--- config.mk ---
export PLATFORM = sky130hd
export DESIGN_NAME = alu_sweep_capture
export DESIGN_NICKNAME = d
export VERILOG_FILES = /design/src/rtl/alu_pkg.sv /design/src/rtl/alu_result_bank.sv /design/src/rtl/alu_sweep_capture.sv
export SDC_FILE = /design/constraint.sdc
export NUM_CORES = 1
export LEC_CHECK = 0
export BUFFER_PORTS_ARGS = -buffer_cell sky130_fd_sc_hd__buf_2
export CAP_MARGIN = 20
export CELL_PAD_IN_SITES_DETAIL_PLACEMENT = 0
export CELL_PAD_IN_SITES_GLOBAL_PLACEMENT = 1
export CORE_ASPECT_RATIO = 0.6
export CORE_MARGIN = 2
export CORE_UTILIZATION = 54
export DETAILED_ROUTE_END_ITERATION = 6
export HOLD_SLACK_MARGIN = 0.05
export MAX_ROUTING_LAYER = met4
export PLACE_DENSITY_LB_ADDON = 0.1
export SYNTH_ARGS = -nofsm -noshare
export SYNTH_HDL_FRONTEND = slang
export SYNTH_HIERARCHICAL = 1
export SYNTH_SLANG_ARGS = --single-unit
--- constraint.sdc ---
create_clock -name alu_clk -period 5.4 [get_ports alu_clk]
set_input_delay 1.08 -clock alu_clk [delete_from_list [all_inputs] [get_ports alu_clk]]
set_output_delay 1.08 -clock alu_clk [all_outputs]
set_load 0.01 [all_outputs]
--- src/rtl/alu_pkg.sv ---
// Shared types and sizes for the ALU sweep controller and its result bank.
package alu_pkg;

  localparam int ALU_DATA_W  = 8;
  localparam int ALU_SEL_W   = 4;
  localparam int ALU_NUM_OPS = 16;

  // ST_ prefix keeps the SETTLE state apart from the SETTLE parameter of the top.
  typedef enum logic [1:0] {
    ST_IDLE    = 2'd0,
    ST_SETTLE  = 2'd1,
    ST_CAPTURE = 2'd2,
    ST_FINISH  = 2'd3
  } sweep_state_e;

endpackage

--- src/rtl/alu_result_bank.sv ---
// Register file of sweep results: async-reset entries, one write port,
// registered read port that returns pre-write contents on a same-address collision.
module alu_result_bank
  import alu_pkg::*;
#(
  parameter int DATA_W = ALU_DATA_W,
  parameter int SEL_W  = ALU_SEL_W
) (
  input  logic              clk,
  input  logic              rst_n,
  input  logic              wr_en,
  input  logic [SEL_W-1:0]  wr_addr,
  input  logic [DATA_W-1:0] wr_data,
  input  logic [SEL_W-1:0]  rd_addr,
  output logic [DATA_W-1:0] rd_data
);

  localparam int DEPTH = 2 ** SEL_W;

  logic [DATA_W-1:0] mem_q [DEPTH];
  logic [DATA_W-1:0] mem_d [DEPTH];
  logic [DATA_W-1:0] rd_data_q;
  logic [DATA_W-1:0] rd_data_d;

  always_comb begin
    mem_d = mem_q;
    if (wr_en) begin
      mem_d[wr_addr] = wr_data;
    end
    rd_data_d = mem_q[rd_addr];
  end

  always_ff @(posedge clk or negedge rst_n) begin
    if (!rst_n) begin
      for (int i = 0; i < DEPTH; i++) begin
        mem_q[i] <= '0;
      end
      rd_data_q <= '0;
    end else begin
      mem_q     <= mem_d;
      rd_data_q <= rd_data_d;
    end
  end

  assign rd_data = rd_data_q;

endmodule

--- src/rtl/alu_sweep_capture.sv ---
// Sweeps a latched operand set through every ALU opcode, captures each result
// into the bank and folds it into a rotate-XOR signature.
module alu_sweep_capture
  import alu_pkg::*;
#(
  parameter int DATA_W = ALU_DATA_W,
  parameter int SEL_W  = ALU_SEL_W,
  parameter int SETTLE = 2
) (
  input  logic              alu_clk,
  input  logic              alu_rst_n,
  input  logic              start,
  input  logic [DATA_W-1:0] op_a,
  input  logic [DATA_W-1:0] op_b,
  input  logic              op_cin,
  output logic [DATA_W-1:0] alu_a,
  output logic [DATA_W-1:0] alu_b,
  output logic              alu_c_in,
  output logic [SEL_W-1:0]  alu_sel,
  input  logic [DATA_W-1:0] alu_y,
  output logic              busy,
  output logic              done,
  output logic [DATA_W-1:0] signature,
  input  logic [SEL_W-1:0]  rd_addr,
  output logic [DATA_W-1:0] rd_data
);

  localparam int CNT_W = (SETTLE > 1) ? $clog2(SETTLE) : 1;
  localparam logic [CNT_W-1:0] CNT_LOAD = CNT_W'(SETTLE - 1);

  sweep_state_e      state_q, state_d;
  logic [CNT_W-1:0]  cnt_q, cnt_d;
  logic [DATA_W-1:0] a_q, a_d;
  logic [DATA_W-1:0] b_q, b_d;
  logic              cin_q, cin_d;
  logic [SEL_W-1:0]  sel_q, sel_d;
  logic [DATA_W-1:0] sig_q, sig_d;
  logic              wr_en;

  always_ff @(posedge alu_clk or negedge alu_rst_n) begin
    if (!alu_rst_n) begin
      state_q <= ST_IDLE;
      cnt_q   <= '0;
      a_q     <= '0;
      b_q     <= '0;
      cin_q   <= 1'b0;
      sel_q   <= '0;
      sig_q   <= '0;
    end else begin
      state_q <= state_d;
      cnt_q   <= cnt_d;
      a_q     <= a_d;
      b_q     <= b_d;
      cin_q   <= cin_d;
      sel_q   <= sel_d;
      sig_q   <= sig_d;
    end
  end

  // Drive values and signature persist after FINISH until the next accepted start.
  always_comb begin
    state_d = state_q;
    cnt_d   = cnt_q;
    a_d     = a_q;
    b_d     = b_q;
    cin_d   = cin_q;
    sel_d   = sel_q;
    sig_d   = sig_q;
    case (state_q)
      ST_IDLE: begin
        if (start) begin
          a_d     = op_a;
          b_d     = op_b;
          cin_d   = op_cin;
          sel_d   = '0;
          sig_d   = '0;
          cnt_d   = CNT_LOAD;
          state_d = ST_SETTLE;
        end
      end
      ST_SETTLE: begin
        if (cnt_q == '0) begin
          state_d = ST_CAPTURE;
        end else begin
          cnt_d = cnt_q - CNT_W'(1);
        end
      end
      ST_CAPTURE: begin
        sig_d = {sig_q[DATA_W-2:0], sig_q[DATA_W-1]} ^ alu_y;
        if (sel_q == '1) begin
          state_d = ST_FINISH;
        end else begin
          sel_d   = sel_q + SEL_W'(1);
          cnt_d   = CNT_LOAD;
          state_d = ST_SETTLE;
        end
      end
      ST_FINISH: begin
        state_d = ST_IDLE;
      end
      default: begin
        state_d = ST_IDLE;
      end
    endcase
  end

  always_comb begin
    busy  = (state_q == ST_SETTLE) || (state_q == ST_CAPTURE);
    done  = (state_q == ST_FINISH);
    wr_en = (state_q == ST_CAPTURE);
  end

  alu_result_bank #(
    .DATA_W (DATA_W),
    .SEL_W  (SEL_W)
  ) u_bank (
    .clk     (alu_clk),
    .rst_n   (alu_rst_n),
    .wr_en   (wr_en),
    .wr_addr (sel_q),
    .wr_data (alu_y),
    .rd_addr (rd_addr),
    .rd_data (rd_data)
  );

  assign alu_a     = a_q;
  assign alu_b     = b_q;
  assign alu_c_in  = cin_q;
  assign alu_sel   = sel_q;
  assign signature = sig_q;

endmodule

# After elaboration in Yosys (flattened, before gate mapping)
# Cells that the tools add are included.
dict set report word_totals {
  regBits 168
  input_bits 32
  output_inout_bits 39
  elab_cells 68
}
dict set report classes {
  n_addsub 2
  order_cmp 3
  n_eq_ne 7
  n_mux 19
  bitwise 3
  n_reduce_logical 10
}
# cell n
set op_table {}
lappend op_table {{$bwmux W128} 1}
lappend op_table {{$bmux W8 S4} 1}
lappend op_table {{$demux W8 S4} 1}
lappend op_table {{$mux W8} 4}
lappend op_table {{$pmux W8 S2} 1}
lappend op_table {{$ge A5 B5 Y1 const B} 2}
lappend op_table {{$not A4 Y5} 2}
lappend op_table {{$mux W4} 2}
lappend op_table {{$pmux W2 S4} 1}
lappend op_table {{$pmux W4 S2} 1}
lappend op_table {{$xor A8 B8 Y8} 1}
lappend op_table {{$mux W2} 3}
lappend op_table {{$ne A2 B2 Y1 const B} 3}
lappend op_table {{$reduce_and A2 Y1} 3}
lappend op_table {{$reduce_and A3 Y1} 2}
lappend op_table {{$lt A5 B1 Y1 const B} 1}
lappend op_table {{$add A4 B1 Y4 const B} 1}
lappend op_table {{$eq A2 B2 Y1 const B} 2}
lappend op_table {{$eq A4 B4 Y1 const B} 1}
lappend op_table {{$mux W1} 3}
lappend op_table {{$pmux W1 S3} 1}
lappend op_table {{$reduce_bool A3 Y1} 1}
lappend op_table {{$eq A2 B1 Y1 const B} 1}
lappend op_table {{$logic_not A2 Y1} 1}
lappend op_table {{other kinds (4)} 4}

# Logic depth before layout (Yosys ltp)
# Gate-level depths: netlist of the first run.
dict set report depth {
  depth_word 6
  ltp_mapped 6
  depth_no_buf 5
}

# Modules after synthesis
# Netlist of the first run, hierarchy kept.
# mod n_inst cells_each area_per_inst_um2 seq_area_each_um2
set modules_own_cells {}
lappend modules_own_cells {alu_result_bank 1 373 6112.1 3403.3}
lappend modules_own_cells {alu_sweep_capture 1 113 1422.6 800.8}

# Least setup slack after synthesis of the first run
# OpenSTA, ideal clock, no wires.
dict set report synth_path {
  path_type {input to register}
  startpoint {input port rd_addr[0]}
  endpoint {register u_bank.rd_data_q[0], in the netlist u_bank/rd_data[0]}
  setup_time_ps 124
  t_arrival_ps 2271
  t_required_ps 5276
  setup_slack_ps 3005
  stages 5
  n_path_buf 2
  cell_sequence {buf_2 buf_2 mux4_2 a22oi_1 nand2_1}
}
dict set report synth_via {
  elab_chain_len 4
}
# element line
set synth_lines {}
lappend synth_lines {{from (decl)} alu_sweep_capture.sv:24} ;# input logic [SEL_W-1:0] rd_addr,
lappend synth_lines {{$not A4 Y5 (implied by the code)} alu_result_bank.sv:30} ;# rd_data_d = mem_q[rd_addr];
lappend synth_lines {{$bmux W8 S4} alu_result_bank.sv:30}
lappend synth_lines {{$mux W8 (implied by the code) (2 in series)} alu_result_bank.sv:30}
lappend synth_lines {{named net u_bank.rd_data_d[0]} alu_result_bank.sv:23} ;# logic [DATA_W-1:0] rd_data_d;
lappend synth_lines {{to (signal assigned)} alu_result_bank.sv:41} ;# rd_data_q <= rd_data_d;
lappend synth_lines {{to (decl)} alu_result_bank.sv:22} ;# logic [DATA_W-1:0] rd_data_q;
# The timed path passes the listed nets, and every way through them passes these cells. The select of a mux whose other input is x is not followed.
# A chain may end at the register's enable or synchronous reset.

# Final worst setup path of the first run
dict set report layout_path {
  startpoint {register state_q[0]}
  endpoint {register u_bank/mem_q[47] in the netlist's numbering}
}
dict set report layout_via {
  elab_chain_len 1
}
# element line
set layout_lines {}
lappend layout_lines {{from (decl)} alu_sweep_capture.sv:31} ;# sweep_state_e state_q, state_d;
lappend layout_lines {{from (signal assigned)} alu_sweep_capture.sv:50} ;# state_q <= state_d;
lappend layout_lines {{$eq A2 B2 Y1} alu_sweep_capture.sv:110} ;# wr_en = (state_q == ST_CAPTURE);
lappend layout_lines {{named net wr_en} alu_sweep_capture.sv:38} ;# logic wr_en;
lappend layout_lines {{to (signal assigned)} alu_result_bank.sv:40} ;# mem_q <= mem_d;
lappend layout_lines {{to (decl)} alu_result_bank.sv:20} ;# logic [DATA_W-1:0] mem_q [DEPTH];
# The timed path passes the listed nets, and every way through them passes these cells.

==> flow_summary.json, run 1 <==
{
  "syn_area_mm2": 0.00753,
  "status": "finished, final reports clean",
  "finalCritPeriodShare": 0.502,
  "vias_per_cell": 5.84,
  "synth_nets": 524,
  "htreeDepth": 4,
  "fin_crit_ns": 2.71,
  "antenna_found_initial": 0,
  "p_leak_nw": 4.03,
  "final.setup.tns_ns": 0,
  "setup_viol": 0,
  "dpl.hpwl_um": 10300,
  "cts_tree": "yes",
  "hold_viol": 0,
  "peakVddDrop_v": 0.000284,
  "cp-end-kind": "flop",
  "grt_pass1_vias": 4580,
  "cts_made_buffers": 17,
  "syn_inst": 486,
  "vias": 4308,
  "setup.worst_path.class": "flop to flop",
  "ant_nets": 0,
  "clk_pin_slew_ns": 0.06,
  "coreArea_mm2": 0.0136,
  "postCtsSetupBuffers": 0,
  "cts.path.max_buffers": 2,
  "place_area_mm2": 0.00800,
  "drc": 0,
  "synth_ff_type": "dfrtp_1",
  "nets": 589,
  "postRouteWirelength_um": 15700,
  "routedWlPerCell_um": 21.2,
  "seqCellArea_mm2": 0.00420,
  "drv_slew": 0,
  "grt_max_degree": 100,
  "final_cell_area_mm2": 0.00861,
  "drive_above_1_share": 0.528,
  "ys_seq_elements": 168,
  "synth-edff-count": 0,
  "final.setup_skew_ns": 0.00887,
  "die_x_um": 156,
  "cts_resized": 0,
  "clockRootBuffer": "clkbuf_16",
  "yosysUniqueCellTypes": 38,
  "synth-seq-area-share": 0.558,
  "cts.sinks": 168,
  "max-cap-violations": 0,
  "path_max_fanout": 14,
  "grt_pass1_wl_um": 25800,
  "num_rows": 33,
  "port_buffers": 70,
  "mostFrequentLayoutCells": "dfrtp_1, mux2_2, buf_2",
  "start_kind": "flop",
  "multi_input_area_mm2": 0.00318,
  "worst_pin_slew_ns": 0.996,
  "fmax_mhz": 369,
  "layout_commonest_cell": "dfrtp_1",
  "hold_buffers": 0,
  "antennaDiodeCount": 0,
  "fp.dieH_um": 95.5,
  "synthArstFlopShare": 1.00,
  "power.density_mw_per_mm2": 485,
  "areaGrowthSynthToFinish_pct": 14.3,
  "grt-ovfl-total": 0,
  "hold_path.class": "flop to flop",
  "die_area_mm2": 0.0149,
  "globalplace.congestion": 0.782,
  "drt-initial-drc-count": 244,
  "yosys_warnings": 6,
  "fillers": 1012,
  "grtUsageTotal": 0.240,
  "cp.required_ns": 5.70,
  "maxSlewHeadroom": 0.332,
  "drt_pass1_iterations": 4,
  "insertion_delay_ns": 0.41,
  "rsz0062_at_grt": "no",
  "crit_arrival_ns": 3.01,
  "io_pins": 71,
  "synth_area_per_cell_um2": 15.5,
  "start_util": 0.553
}
synth_stat cells (3+ instances only):
cell type	count	area, µm²
a21oi_1	3	15.0
nand2b_1	4	25.0
a22o_1	3	26.3
dfrtp_1	168	4200
mux2_1	3	33.8
mux2_4	8	120
nor3_2	4	40.0
o21ai_0	8	40.0
buf_4	3	22.5
nor2_1	3	11.3
inv_1	3	11.3
mux4_2	32	721
nand2_1	20	75.1
nor2b_1	3	18.8
a22oi_1	16	120
nor2_2	6	37.5
clkbuf_1	12	45.0
buf_2	8	40.0
xnor2_1	8	70.1
ha_1	6	75.1
a31oi_1	3	18.8
mux2_2	135	1520
layout make-up:
class,count,area share
clock inverters,10,0.0167
multi-input cells,288,0.370
inverters,3,0.00131
repair buffers,73,0.0440
well taps,175,0.0254
flip-flops and latches,168,0.488
clock buffers,21,0.0546
flip-flops by register name (all words and copies together) (netlist names), 2 cells and up:
| signal | count |
|---|---|
| alu_sel | 4 |
| u_bank/rd_data | 8 |
| alu_a | 8 |
| signature | 8 |
| state_q | 2 |
| u_bank/mem_q | 128 |
| alu_b | 8 |
layer usage:
layer | share of wire | up-vias | track usage
li1 | - | 1929 | -
met1 | 0.50 | 2295 | 0.357
met2 | 0.45 | 74 | 0.336
met3 | 0.034 | 10 | 0.0464
met4 | 0.0085 | 0 | 0.0688
met5 | 0 | - | -
report_power, final:
| part | total, mW | switching, mW | internal, mW | leakage, nW |
|---|---|---|---|---|
| Combinational | 1.06 | 0.472 | 0.590 | 1.54 |
| Clock | 1.25 | 0.486 | 0.766 | 0.303 |
| Sequential | 1.86 | 0.242 | 1.62 | 2.19 |
| Total | 4.17 | 1.20 | 2.97 | 4.03 |
stage by stage:
stage,util,hold WS [ns],worst slack [ns],instances,total power [mW]
after floorplan,-,0.475,3.00,486,2.61
after global placement,0.587,0.469,2.63,707,2.89
after detailed placement,0.587,0.478,2.59,707,2.94
after CTS,0.632,0.493,2.65,738,4.21
after global routing,0.632,0.510,2.57,738,4.40
final,0.632,0.487,2.69,738,4.17
cells by family (layout without fill, tap and decap cells):
kind of cell / Yosys count / in the layout / share of synthesized area
multiplexers: 179 / 179 / 0.320
flip-flops: 168 / 168 / 0.558
AND/OR/NAND/NOR: 59 / 59 / 0.0506
AO/OA/AOI/OAI: 36 / 36 / 0.0327
buffers and inverters: 30 / 107 / 0.0198
XOR/XNOR: 8 / 8 / 0.00930
adder cells (fa/ha/maj): 6 / 6 / 0.00996
worst paths after layout:
kind | startpoint | to | cells past startpoint | slack (ns)
worst max register to register | state_q[0]$_DFFE_PN0P_ | u_bank/mem_q[47]$_DFFE_PN0P_ | 5 | 2.69
max in group asynchronous | alu_rst_n | u_bank/mem_q[108]$_DFFE_PN0P_ | 2 | 3.60
worst min register to register | alu_c_in$_DFFE_PN0P_ | alu_c_in$_DFFE_PN0P_ | 1 | 0.49
worst max-delay path | state_q[0]$_DFFE_PN0P_ | u_bank/mem_q[47]$_DFFE_PN0P_ | 5 | 2.69
min in group asynchronous | alu_rst_n | state_q[0]$_DFFE_PN0P_ | 1 | 0.74
worst min-delay path | alu_c_in$_DFFE_PN0P_ | alu_c_in$_DFFE_PN0P_ | 1 | 0.49
critical path: stages, from the launching register on:
cell and delay [ns]:
dfrtp_1 0.43, inv_1 0.12, ha_1 0.54, nand2_2 0.26
nor3_2 0.81, mux2_2 0.42
No activity file was read; power rests on OpenSTA's default activity.
==> run 2: changes to the inputs <==
--- a/config.mk
+++ b/config.mk
@@ -11,7 +11,7 @@
 export CELL_PAD_IN_SITES_GLOBAL_PLACEMENT = 1
 export CORE_ASPECT_RATIO = 0.6
 export CORE_MARGIN = 2
-export CORE_UTILIZATION = 54
+export CORE_UTILIZATION = 50
 export DETAILED_ROUTE_END_ITERATION = 6
 export HOLD_SLACK_MARGIN = 0.05
 export MAX_ROUTING_LAYER = met4
==> constraint.sdc (replaced) <==
create_clock -name alu_clk -period 2.5 [get_ports alu_clk]
set_input_delay 0.5 -clock alu_clk [delete_from_list [all_inputs] [get_ports alu_clk]]
set_output_delay 0.5 -clock alu_clk [all_outputs]
set_load 0.01 [all_outputs]
==> run 2 against run 1 <==
- flip-flop and latch count unchanged
- total power increased by 120%
- cell area increased by 2.5%
- combinational power increased by 130%
- register-to-register slack got worse by 2.3 ns
- critical path depth unchanged
- via count increased by 3.0%
- count of clock-buffer cells in the layout decreased by 2
- global-route usage decreased by 0.84 points
- largest cell class unchanged
==> flow_summary.json, run 2 (same netlist as run 1, synthesis figures left out) <==
{
  "instances_no_fill": 783,
  "coreArea_mm2": 0.0146,
  "hold_viol": 0,
  "holdWs_ns": 0.295,
  "power.density_mw_per_mm2": 1020,
  "num_rows": 34,
  "port_buffers": 70,
  "clockRootBuffer": "clkbuf_16",
  "start_kind": "flop",
  "max-cap-violations": 0,
  "antenna_found_initial": 0,
  "routedWlPerCell_um": 21.2,
  "areaGrowthSynthToFinish_pct": 17.1,
  "peakVddDrop_v": 0.000517,
  "grt-ovfl-total": 0,
  "grt_pass1_vias": 4754,
  "final.setup_skew_ns": 0.00969,
  "cp.required_ns": 2.80,
  "fmax_mhz": 477,
  "vias": 4437,
  "largest_reg_flops": 128,
  "ant_nets": 0,
  "vias_per_cell": 5.67,
  "drc": 0,
  "grtUsageTotal": 0.231,
  "worst_pin_slew_ns": 0.812,
  "fin_crit_ns": 2.09,
  "cpPeakStageDelay_ns": 0.57,
  "cts.path.max_buffers": 2,
  "power_mw": 9.03,
  "grt_pass1_wl_um": 27100,
  "cp-end-kind": "flop",
  "slowest_stage": "nor4_4",
  "final.setup.tns_ns": 0,
  "cts.sinks": 168,
  "setup_viol": 0,
  "drive_above_1_share": 0.544,
  "io_pins": 71,
  "die_x_um": 162,
  "fp.dieH_um": 99.1,
  "hold_path.class": "primary input to flop",
  "status": "finished, final reports clean",
  "place_inst": 750,
  "post-place-ws_ns": 0.445,
  "postRouteWirelength_um": 16600,
  "worst_slack_ns": 0.406,
  "globalplace.congestion": 0.759,
  "dpl.hpwl_um": 11300,
  "maxSlewHeadroom": 0.457,
  "die_area_mm2": 0.0161,
  "drt_pass1_iterations": 4,
  "regMostFlops": "u_bank/mem_q",
  "path_max_fanout": 8,
  "start_util": 0.516,
  "grt_max_degree": 50,
  "antennaDiodeCount": 0,
  "cts_made_buffers": 17,
  "nets": 610,
  "drv_slew": 0,
  "finalCritPeriodShare": 0.838,
  "final_cell_area_mm2": 0.00882,
  "drt-initial-drc-count": 221,
  "insertion_delay_ns": 0.42,
  "clk_pin_slew_ns": 0.07,
  "layout_commonest_cell": "dfrtp_1",
  "cts_tree": "yes",
  "p_leak_nw": 4.14,
  "path_cells": "inv_1 > ha_1 > nand2_2 > nor4_4 > mux2_2",
  "rsz0062_at_grt": "no",
  "postLayoutCoreUtil": 0.605,
  "htreeDepth": 4,
  "postCtsSetupBuffers": 0,
  "place_area_mm2": 0.00822,
  "mostFrequentLayoutCells": "dfrtp_1, mux2_2, buf_2",
  "crit_arrival_ns": 2.40,
  "setup.worst_path.class": "flop to flop"
}
run 2: final cells by class:
cell class	count	area (µm²)
repair buffers	94	589
inverters	3	11.3
well taps	198	248
fillers	1143	5770
flip-flops and latches	168	4200
clock buffers	19	443
clock inverters	13	145
multi-input cells	288	3180
run 2: timing repair:
action | CTS | global route
gates resized for setup | 0 | 0
endpoints found under the hold margin | 4 | 0
setup endpoints to repair | 0 | 0
hold buffers | 1 | 0
run 2: path summary, 6_finish.rpt:
check	start	endpoint	slack, ns	depth (start not counted)
max in group asynchronous	alu_rst_n	u_bank/rd_data[0]$_DFF_PN0_	1.23	3
hold / removal	op_b[0]	alu_b[0]$_DFFE_PN0P_	0.29	2
hold reg to reg	u_bank/mem_q[9]$_DFFE_PN0P_	u_bank/mem_q[9]$_DFFE_PN0P_	0.50	1
setup / recovery	state_q[0]$_DFFE_PN0P_	u_bank/mem_q[109]$_DFFE_PN0P_	0.41	5
setup reg to reg	state_q[0]$_DFFE_PN0P_	u_bank/mem_q[109]$_DFFE_PN0P_	0.41	5
min in group asynchronous	alu_rst_n	alu_a[1]$_DFFE_PN0P_	0.60	2
run 2: critical path: cells and delay by family, from the launching register on:
kind	cells	cell delay, ns
adders and majority gates	1	0.25
buffers and inverters	1	0.13
DFF	1	0.43
muxes	1	0.42
and+or+nand+nor	2	0.74
run 2: report_power, final:
group / switching, mW / internal (mW) / leakage [nW]
Clock: 1.12 / 1.51 / 0.281
Combinational: 1.07 / 1.33 / 1.67
Sequential: 0.519 / 3.49 / 2.19
Total: 2.70 / 6.33 / 4.14
run 2: metal layers:
metal  track usage  vias to the layer above  part of all wire
li1              -                     1970                 -
met1         0.340                     2372              0.49
met2         0.339                       79              0.45
met3        0.0375                       16             0.043
met4        0.0599                        0            0.0098
met5             -                        -                 0
